==> config.mk <==
export PLATFORM = sky130hd
export DESIGN_NAME = tone_period_meter
export DESIGN_NICKNAME = d
export VERILOG_FILES = /design/src/rtl/tone_pkg.sv /design/src/rtl/sync_edge_detect.sv /design/src/rtl/tone_period_meter.sv
export SDC_FILE = /design/constraint.sdc
export NUM_CORES = 1
export LEC_CHECK = 0
export ABC_CLOCK_PERIOD_IN_PS = 4600
export CAP_MARGIN = 20
export CORE_MARGIN = 1.5
export CORE_UTILIZATION = 60
export CTS_CLUSTER_DIAMETER = 50
export DETAILED_ROUTE_END_ITERATION = 8
export GPL_TIMING_DRIVEN = 0
export PLACE_DENSITY = 0.78
export SYNTH_ARGS = -nofsm -noshare
export SYNTH_HDL_FRONTEND = slang
export SYNTH_SLANG_ARGS = --single-unit
==> constraint.sdc <==
create_clock -name CLK -period 4.6 [get_ports CLK]
set_clock_uncertainty 0.2 [all_clocks]
set_input_delay 0.92 -clock CLK [delete_from_list [all_inputs] [get_ports CLK]]
set_output_delay 0.92 -clock CLK [all_outputs]
set_load 0.1 [all_outputs]
==> src/rtl/tone_pkg.sv <==
// tone_pkg: constants, meter FSM states and note half-periods shared by the tone generator and meter
package tone_pkg;
  localparam int DEF_CNT_W = 19;
  localparam int DEF_TIMEOUT_CYC = 262143;
  localparam int DEF_MIN_HALF = 1000;
  localparam int DEF_LOCK_TOL = 4;
  localparam int HALF_W = 18;
  typedef enum logic [1:0] {IDLE, ARMED, MEAS} meter_state_t;
  // half-period counts at 100 MHz in freqVal encoding
  localparam logic [HALF_W-1:0] NOTE_A4 = 18'd113635;
  localparam logic [HALF_W-1:0] NOTE_B4 = 18'd101237;
endpackage

==> src/rtl/sync_edge_detect.sv <==
// sync_edge_detect: 2-FF synchronizer with a one-cycle pulse on either input transition
module sync_edge_detect (
  input  logic clk,
  input  logic rst,
  input  logic clr,
  input  logic din,
  output logic toggle
);
  logic [2:0] sh_q, sh_d;
  always_comb sh_d = clr ? 3'b000 : {sh_q[1:0], din};
  always_ff @(posedge clk or posedge rst)
    if (rst) sh_q <= '0;
    else sh_q <= sh_d;
  assign toggle = sh_q[1] ^ sh_q[2];
endmodule

==> src/rtl/tone_period_meter.sv <==
// tone_period_meter: measures the half-period of a square-wave input in clock cycles,
// reporting it in the generator's freqVal encoding with lock and silence detection
module tone_period_meter
  import tone_pkg::*;
#(
  parameter int CNT_W = DEF_CNT_W,
  parameter int TIMEOUT_CYC = DEF_TIMEOUT_CYC,
  parameter int MIN_HALF = DEF_MIN_HALF,
  parameter int LOCK_TOL = DEF_LOCK_TOL
) (
  input  logic              CLK,
  input  logic              RST,
  input  logic              enable,
  input  logic              audioIn,
  output logic [HALF_W-1:0] halfPeriod,
  output logic              valid,
  output logic              locked,
  output logic              silent
);
  meter_state_t state_q, state_d;
  logic [CNT_W-1:0] cnt_q, cnt_d, last_q, last_d, diff;
  logic [HALF_W-1:0] half_q, half_d;
  logic valid_q, valid_d, locked_q, locked_d;
  logic edge_p, sat, timeout, long_enough;
  sync_edge_detect u_sync (
    .clk(CLK),
    .rst(RST),
    .clr(!enable),
    .din(audioIn),
    .toggle(edge_p)
  );
  always_comb begin
    sat = cnt_q == CNT_W'(TIMEOUT_CYC);
    timeout = sat && state_q != IDLE;
    long_enough = cnt_q >= CNT_W'(MIN_HALF);
    diff = cnt_q >= last_q ? cnt_q - last_q : last_q - cnt_q;
    cnt_d = edge_p ? '0 : sat ? cnt_q : cnt_q + 1'b1;
    state_d = state_q;
    half_d = half_q;
    valid_d = 1'b0;
    locked_d = locked_q;
    last_d = last_q;
    // a coincident edge after timeout becomes the first edge of a new measurement
    if (timeout) begin
      state_d = edge_p ? ARMED : IDLE;
      half_d = '0;
      locked_d = 1'b0;
    end else if (edge_p && state_q == IDLE) state_d = ARMED;
    else if (edge_p && long_enough) begin
      state_d = MEAS;
      half_d = HALF_W'(cnt_q);
      valid_d = 1'b1;
      locked_d = state_q == MEAS && diff <= CNT_W'(LOCK_TOL);
      last_d = cnt_q;
    end else if (edge_p) begin
      state_d = ARMED;
      locked_d = 1'b0;
    end
    if (!enable) begin
      state_d = IDLE;
      cnt_d = '0;
      half_d = '0;
      valid_d = 1'b0;
      locked_d = 1'b0;
      last_d = '0;
    end
  end
  always_ff @(posedge CLK or posedge RST)
    if (RST) begin
      state_q <= IDLE;
      cnt_q <= '0;
      half_q <= '0;
      valid_q <= 1'b0;
      locked_q <= 1'b0;
      last_q <= '0;
    end else begin
      state_q <= state_d;
      cnt_q <= cnt_d;
      half_q <= half_d;
      valid_q <= valid_d;
      locked_q <= locked_d;
      last_q <= last_d;
    end
  assign halfPeriod = half_q;
  assign valid = valid_q;
  assign locked = locked_q;
  assign silent = state_q == IDLE;
endmodule

; Yosys cells after proc, flatten, opt, wreduce, memory -nomap -nowiden
; Cells that the tools add are included.
[totals]
ff_bits = 63
elab_cells = 61
input_bits = 4
output_inout_bits = 21
[classes]
n_addsub = 3
bitwise = 1
eq_ne = 10
mux = 28
n_reduce_logical = 9
order_cmp = 3
[ops]
columns = cell, count
row1 = $mux W19, 8
row2 = $mux W18, 4
row3 = $sub A19 B19 Y19, 2
row4 = $add A19 B1 Y19 const B, 1
row5 = $eq A19 B18 Y1 const B, 1
row6 = $ge A19 B10 Y1 const B, 1
row7 = $ge A19 B19 Y1, 1
row8 = $le A19 B3 Y1 const B, 1
row9 = $mux W1, 10
row10 = $mux W2, 5
row11 = $ne A3 B3 Y1 const B, 2
row12 = $ne A5 B1 Y1 const B, 1
row13 = $logic_and A1 B1 Y1, 4
row14 = $ne A2 B2 Y1 const B, 2
row15 = $ne A4 B1 Y1 const B, 1
row16 = $reduce_and A2 Y1, 2
row17 = $mux W3, 1
row18 = $ne A3 B1 Y1 const B, 1
row19 = $reduce_and A3 Y1, 1
row20 = $eq A2 B2 Y1 const B, 1
row21 = $logic_not A2 Y1, 1
row22 = $ne A2 B1 Y1 const B, 1
row23 = $reduce_bool A2 Y1, 1
row24 = $xor A1 B1 Y1, 1

; Logic depth before layout (Yosys ltp)
[logic_depth]
word_depth = 8
ltp_mapped = 13
mapped_depth_nobuf = 11

; Hierarchy
; From an unflattened synthesis, not the netlist that was laid out.
[hier_totals]
cells_unflattened = 542
area_unflattened_um2 = 4782.1
[modules_own_cells]
columns = module, area_each_um2, n_inst, cells_each, seq_area_each_um2
row1 = tone_period_meter, 4675.7, 1, 534, 1501.4
row2 = sync_edge_detect, 106.4, 1, 8, 75.1

; Worst setup path before layout
; Ideal clock, no wire load.
[synth_path]
path_type = reg2reg
startpoint = register cnt_q[6]
endpoint = register locked_q (netlist: locked)
path_slack_ns = 1.467
required_time_ns = 4.296
t_arrival_ns = 2.830
n_path_buf = 1
path_stages_with_launch = 12
period_less_slack_ns = 3.133
path_cell_list = dfrtp_1 -> inv_1 -> ha_1 -> buf_6 -> a21oi_4 -> o22ai_1 -> a311o_1 -> xor2_1 -> a2111o_1 -> a211o_1 -> a2111o_1 -> o41ai_2
[synth_between]
elab_chain_cells = 8
[synth_lines]
columns = item, line
row1 = start: declaration, tone_period_meter.sv:21  ; logic [CNT_W-1:0] cnt_q, cnt_d, last_q, last_d, diff;
row2 = start signal: assignment, tone_period_meter.sv:78  ; cnt_q <= cnt_d;
row3 = $sub A19 B19 Y19 / $ge A19 B19 Y1 (equally long branches), tone_period_meter.sv:36  ; diff = cnt_q >= last_q ? cnt_q - last_q : last_q - cnt_q;
row4 = $mux W19, tone_period_meter.sv:36
row5 = $le A19 B3 Y1, tone_period_meter.sv:53  ; locked_d = state_q == MEAS && diff <= CNT_W'(LOCK_TOL);
row6 = $logic_and A1 B1 Y1, tone_period_meter.sv:53
row7 = $mux W1, tone_period_meter.sv:49  ; else if (edge_p && long_enough) begin
row8 = $mux W1, tone_period_meter.sv:48  ; end else if (edge_p && state_q == IDLE) state_d = ARMED;
row9 = $mux W1, tone_period_meter.sv:44  ; if (timeout) begin
row10 = $mux W1, tone_period_meter.sv:59  ; if (!enable) begin
row11 = end signal: assignment, tone_period_meter.sv:81  ; locked_q <= locked_d;
row12 = end: declaration, tone_period_meter.sv:23  ; logic valid_q, valid_d, locked_q, locked_d;
; Parallel ways exist; a longest one is shown, timed or not. The select of a mux whose other input is x is not followed.
; A chain may end at the register's enable or synchronous reset.

; Worst setup path after layout
; Ends and elaborated chain as after synthesis.

==> run metrics <==
power density over the cells=219 nW/µm²; Placed Cells=between 600 and 700; row cnt=32; kind of end point of the critical path=register; vias post-DR=4259; setup slack after layout=583 ps; syn_area_per_cell=8.51 µm²; crit share post-route=87.3%; combinational power share=between 10% and 20%; Final Hold Fails=0; Root Driver=clkbuf_8; Compound-Gate Fraction of Synth Area=21.8%; register bit count reported by yosys=63; Die W=92.0 µm; switching share of power=26.8%; Synth Area in Adders=10.3%; initial core utilization=61.9%; crit path max fanout=10; htree depth=3; TNS Setup=0 ps; WL final=12500 µm; first-pass GRT wire length=20500 µm; Slew Limit Fails=0; Synth area leader=dfrtp_1; Area contributors post-synth=dfrtp_1 33%, ha_1 10%, xnor2_1 4.8%; most frequently used flop master after synthesis=dfrtp_1; worst slew pin tran=1010 ps; post-CTS setup repair buffer count=0; Lkg Pwr=2.35 nW; RSZ-0062 raised after global routing=false; part of the power in registers=between 40% and 50%; YS warnings=0; drc violations=0; f_max=0.249 GHz; number of flops mapped to enable cells by yosys=0; Routed wire per std cell=approximately 18 µm; layout cells sized above 1=7.86%; core area=~7700 µm²; worst rel slew slack=32.8%; CTS tree=yes; syn_nets=602; Area Growth Syn to Fin=11.6%; count of unique library cells instantiated by Yosys=66; RD Place Congestion=0.974; top post-synthesis cells by count=63 x dfrtp_1, 49 x nand2_1, 47 x inv_1; critical path arrival=4030 ps; ANT nets after route=0; Boundary Pins=25; largest net degree at the start of global routing=35; pre-CTS setup slack=697 ps; largest family of logic cells by synthesized area=compound AO/OA/AOI/OAI gates; HP Class=register to register; final core utilization=between 60% and 70%; max cap viols=0; share of power burned in the clock network=a little over a third; CP startpoint kind=register; critical path start-end classification=register to register; Die Area=8470 µm²; DRT iter0 DRCs=229; Num CTS Buffers=9; Int Pwr=about 0.85 mW; Worst-path clk slew=roughly 60 ps; post-synthesis simple-gate area fraction=20.7%; Critical Path RT=~4600 ps; worst-skew pair later-pin latency=340 ps; mux share of post-synthesis cell area=around 1.1%; Synth Area in XOR/XNOR=6.08%; mapped cell area=~4800 µm²; most common cell in the synthesized netlist=dfrtp_1; Post-DP HPWL=9640 µm; filler cell count=approximately 640; ys async rst share=100%; vias in the first global route=4191; ANT cells=0; Seq/Total Area, Yosys=33.1%; CTS max path bufs=2; Syn Inst Count=559; switching pwr=0.311 mW; CTS sink cnt=63; die height=92.0 µm; total gr overflow=0; I/O Buffers=24; global-route total usage across every layer=30.9%; nets=638; hold-fix buffers at CTS=0; Final Non-Filler Cells=700; min Tclk post-route=around 4000 ps; VDD IR max=approximately 280 µV; outcome=finished clean; initial antenna violation count=0; number of vias per cell=slightly above 6; final setup vio count=0; post-cts resize count=0; DR pass1 iterations=5; post-synth top area share=33.1%
## state kept, by name (all words and copies together), names as in the netlist
signal and cells:
halfPeriod 18, last_q 19, u_sync.sh_q 3, locked 1, valid 1, state_q 2, cnt_q 19
## metrics by stage
stage	hold WS [ps]	power, mW	instance area [µm²]
finish	256	1.16	5310
global route	276	1.21	5310
CTS	259	1.17	5310
detailed placement	244	0.762	5140
global placement	254	0.758	5120
floorplan	234	0.717	4760
## cells by family (layout without fill, tap and decap cells)
group,after synthesis,count (layout)
fa+ha+maj,39,39
buf+inv,77,116
compound gates,153,153
mux,5,5
flops,63,63
simple gates,189,189
xor+xnor,33,33
## critical path, stage by stage (launching register included)
cell and delay, ps:
dfrtp_1 490, inv_1 180, ha_1 340, buf_6 160
a21oi_4 140, o21ai_1 170, o211ai_1 360, nand2_2 210
a21oi_2 500, nand4_1 180, a211o_1 290, a2111o_1 410
o41ai_2 270
## path summary, 6_finish.rpt
check,from,end,slack (ps),cells after the start
hold reg to reg,u_sync.sh_q[0]$_DFF_PP0_,u_sync.sh_q[1]$_DFF_PP0_,260,1
hold / removal,u_sync.sh_q[0]$_DFF_PP0_,u_sync.sh_q[1]$_DFF_PP0_,260,1
min in group asynchronous,RST,cnt_q[17]$_DFFE_PP0P_,790,2
setup / recovery,cnt_q[6]$_DFFE_PP0P_,locked$_DFFE_PP0P_,580,12
max in group asynchronous,RST,halfPeriod[2]$_DFFE_PP0P_,2800,3
setup reg to reg,cnt_q[6]$_DFFE_PP0P_,locked$_DFFE_PP0P_,580,12
## per-layer routing
layer / GRT usage [%] / vias up / part of all wire, %
met4: 15.5 / 0 / 3.7
met1: 42.6 / 2042 / 46
li1: - / 2030 / -
met3: 4.73 / 30 / 5.3
met5: 0 / - / 0
met2: 47.2 / 157 / 45
## layout by cell type, fill, tap and decap left out, types with 4 or more instances in the layout
cell	instances
a21o_1	7
a21oi_1	39
a22o_1	19
a31oi_1	7
and2_1	24
buf_2	8
clkbuf_1	14
clkbuf_8	11
clkdlybuf4s50_1	24
dfrtp_1	63
ha_1	39
inv_1	46
mux2i_1	4
nand2_1	49
nand3_1	19
nand4_1	11
nor2_1	37
nor2b_1	6
nor3_1	9
nor4_1	4
o211ai_1	6
o21ai_0	36
or3_1	4
xnor2_1	26
xor2_1	7
## final cells by class
type                       instances  area, µm²  area share (%)
inverter                          47        176            3.32
clock buffer                      13        159            2.99
multi-input combinational        419       2850            53.7
tap                              102        128            2.40
clock inverter                     1       5.00          0.0943
buffer                            30        155            2.92
sequential                        63       1580            29.7
timing repair buffer              25        260            4.90
## power by group through the flow
stage / clock (mW) / sequential [mW] / combinational, mW
after global placement: 0 / 0.573 / 0.185
after CTS: 0.413 / 0.563 / 0.190
after detailed placement: 0 / 0.573 / 0.188
after global routing: 0.434 / 0.564 / 0.210
final: 0.408 / 0.563 / 0.192
after floorplan: 0 / 0.572 / 0.145
(Power assumes the default switching activity.)
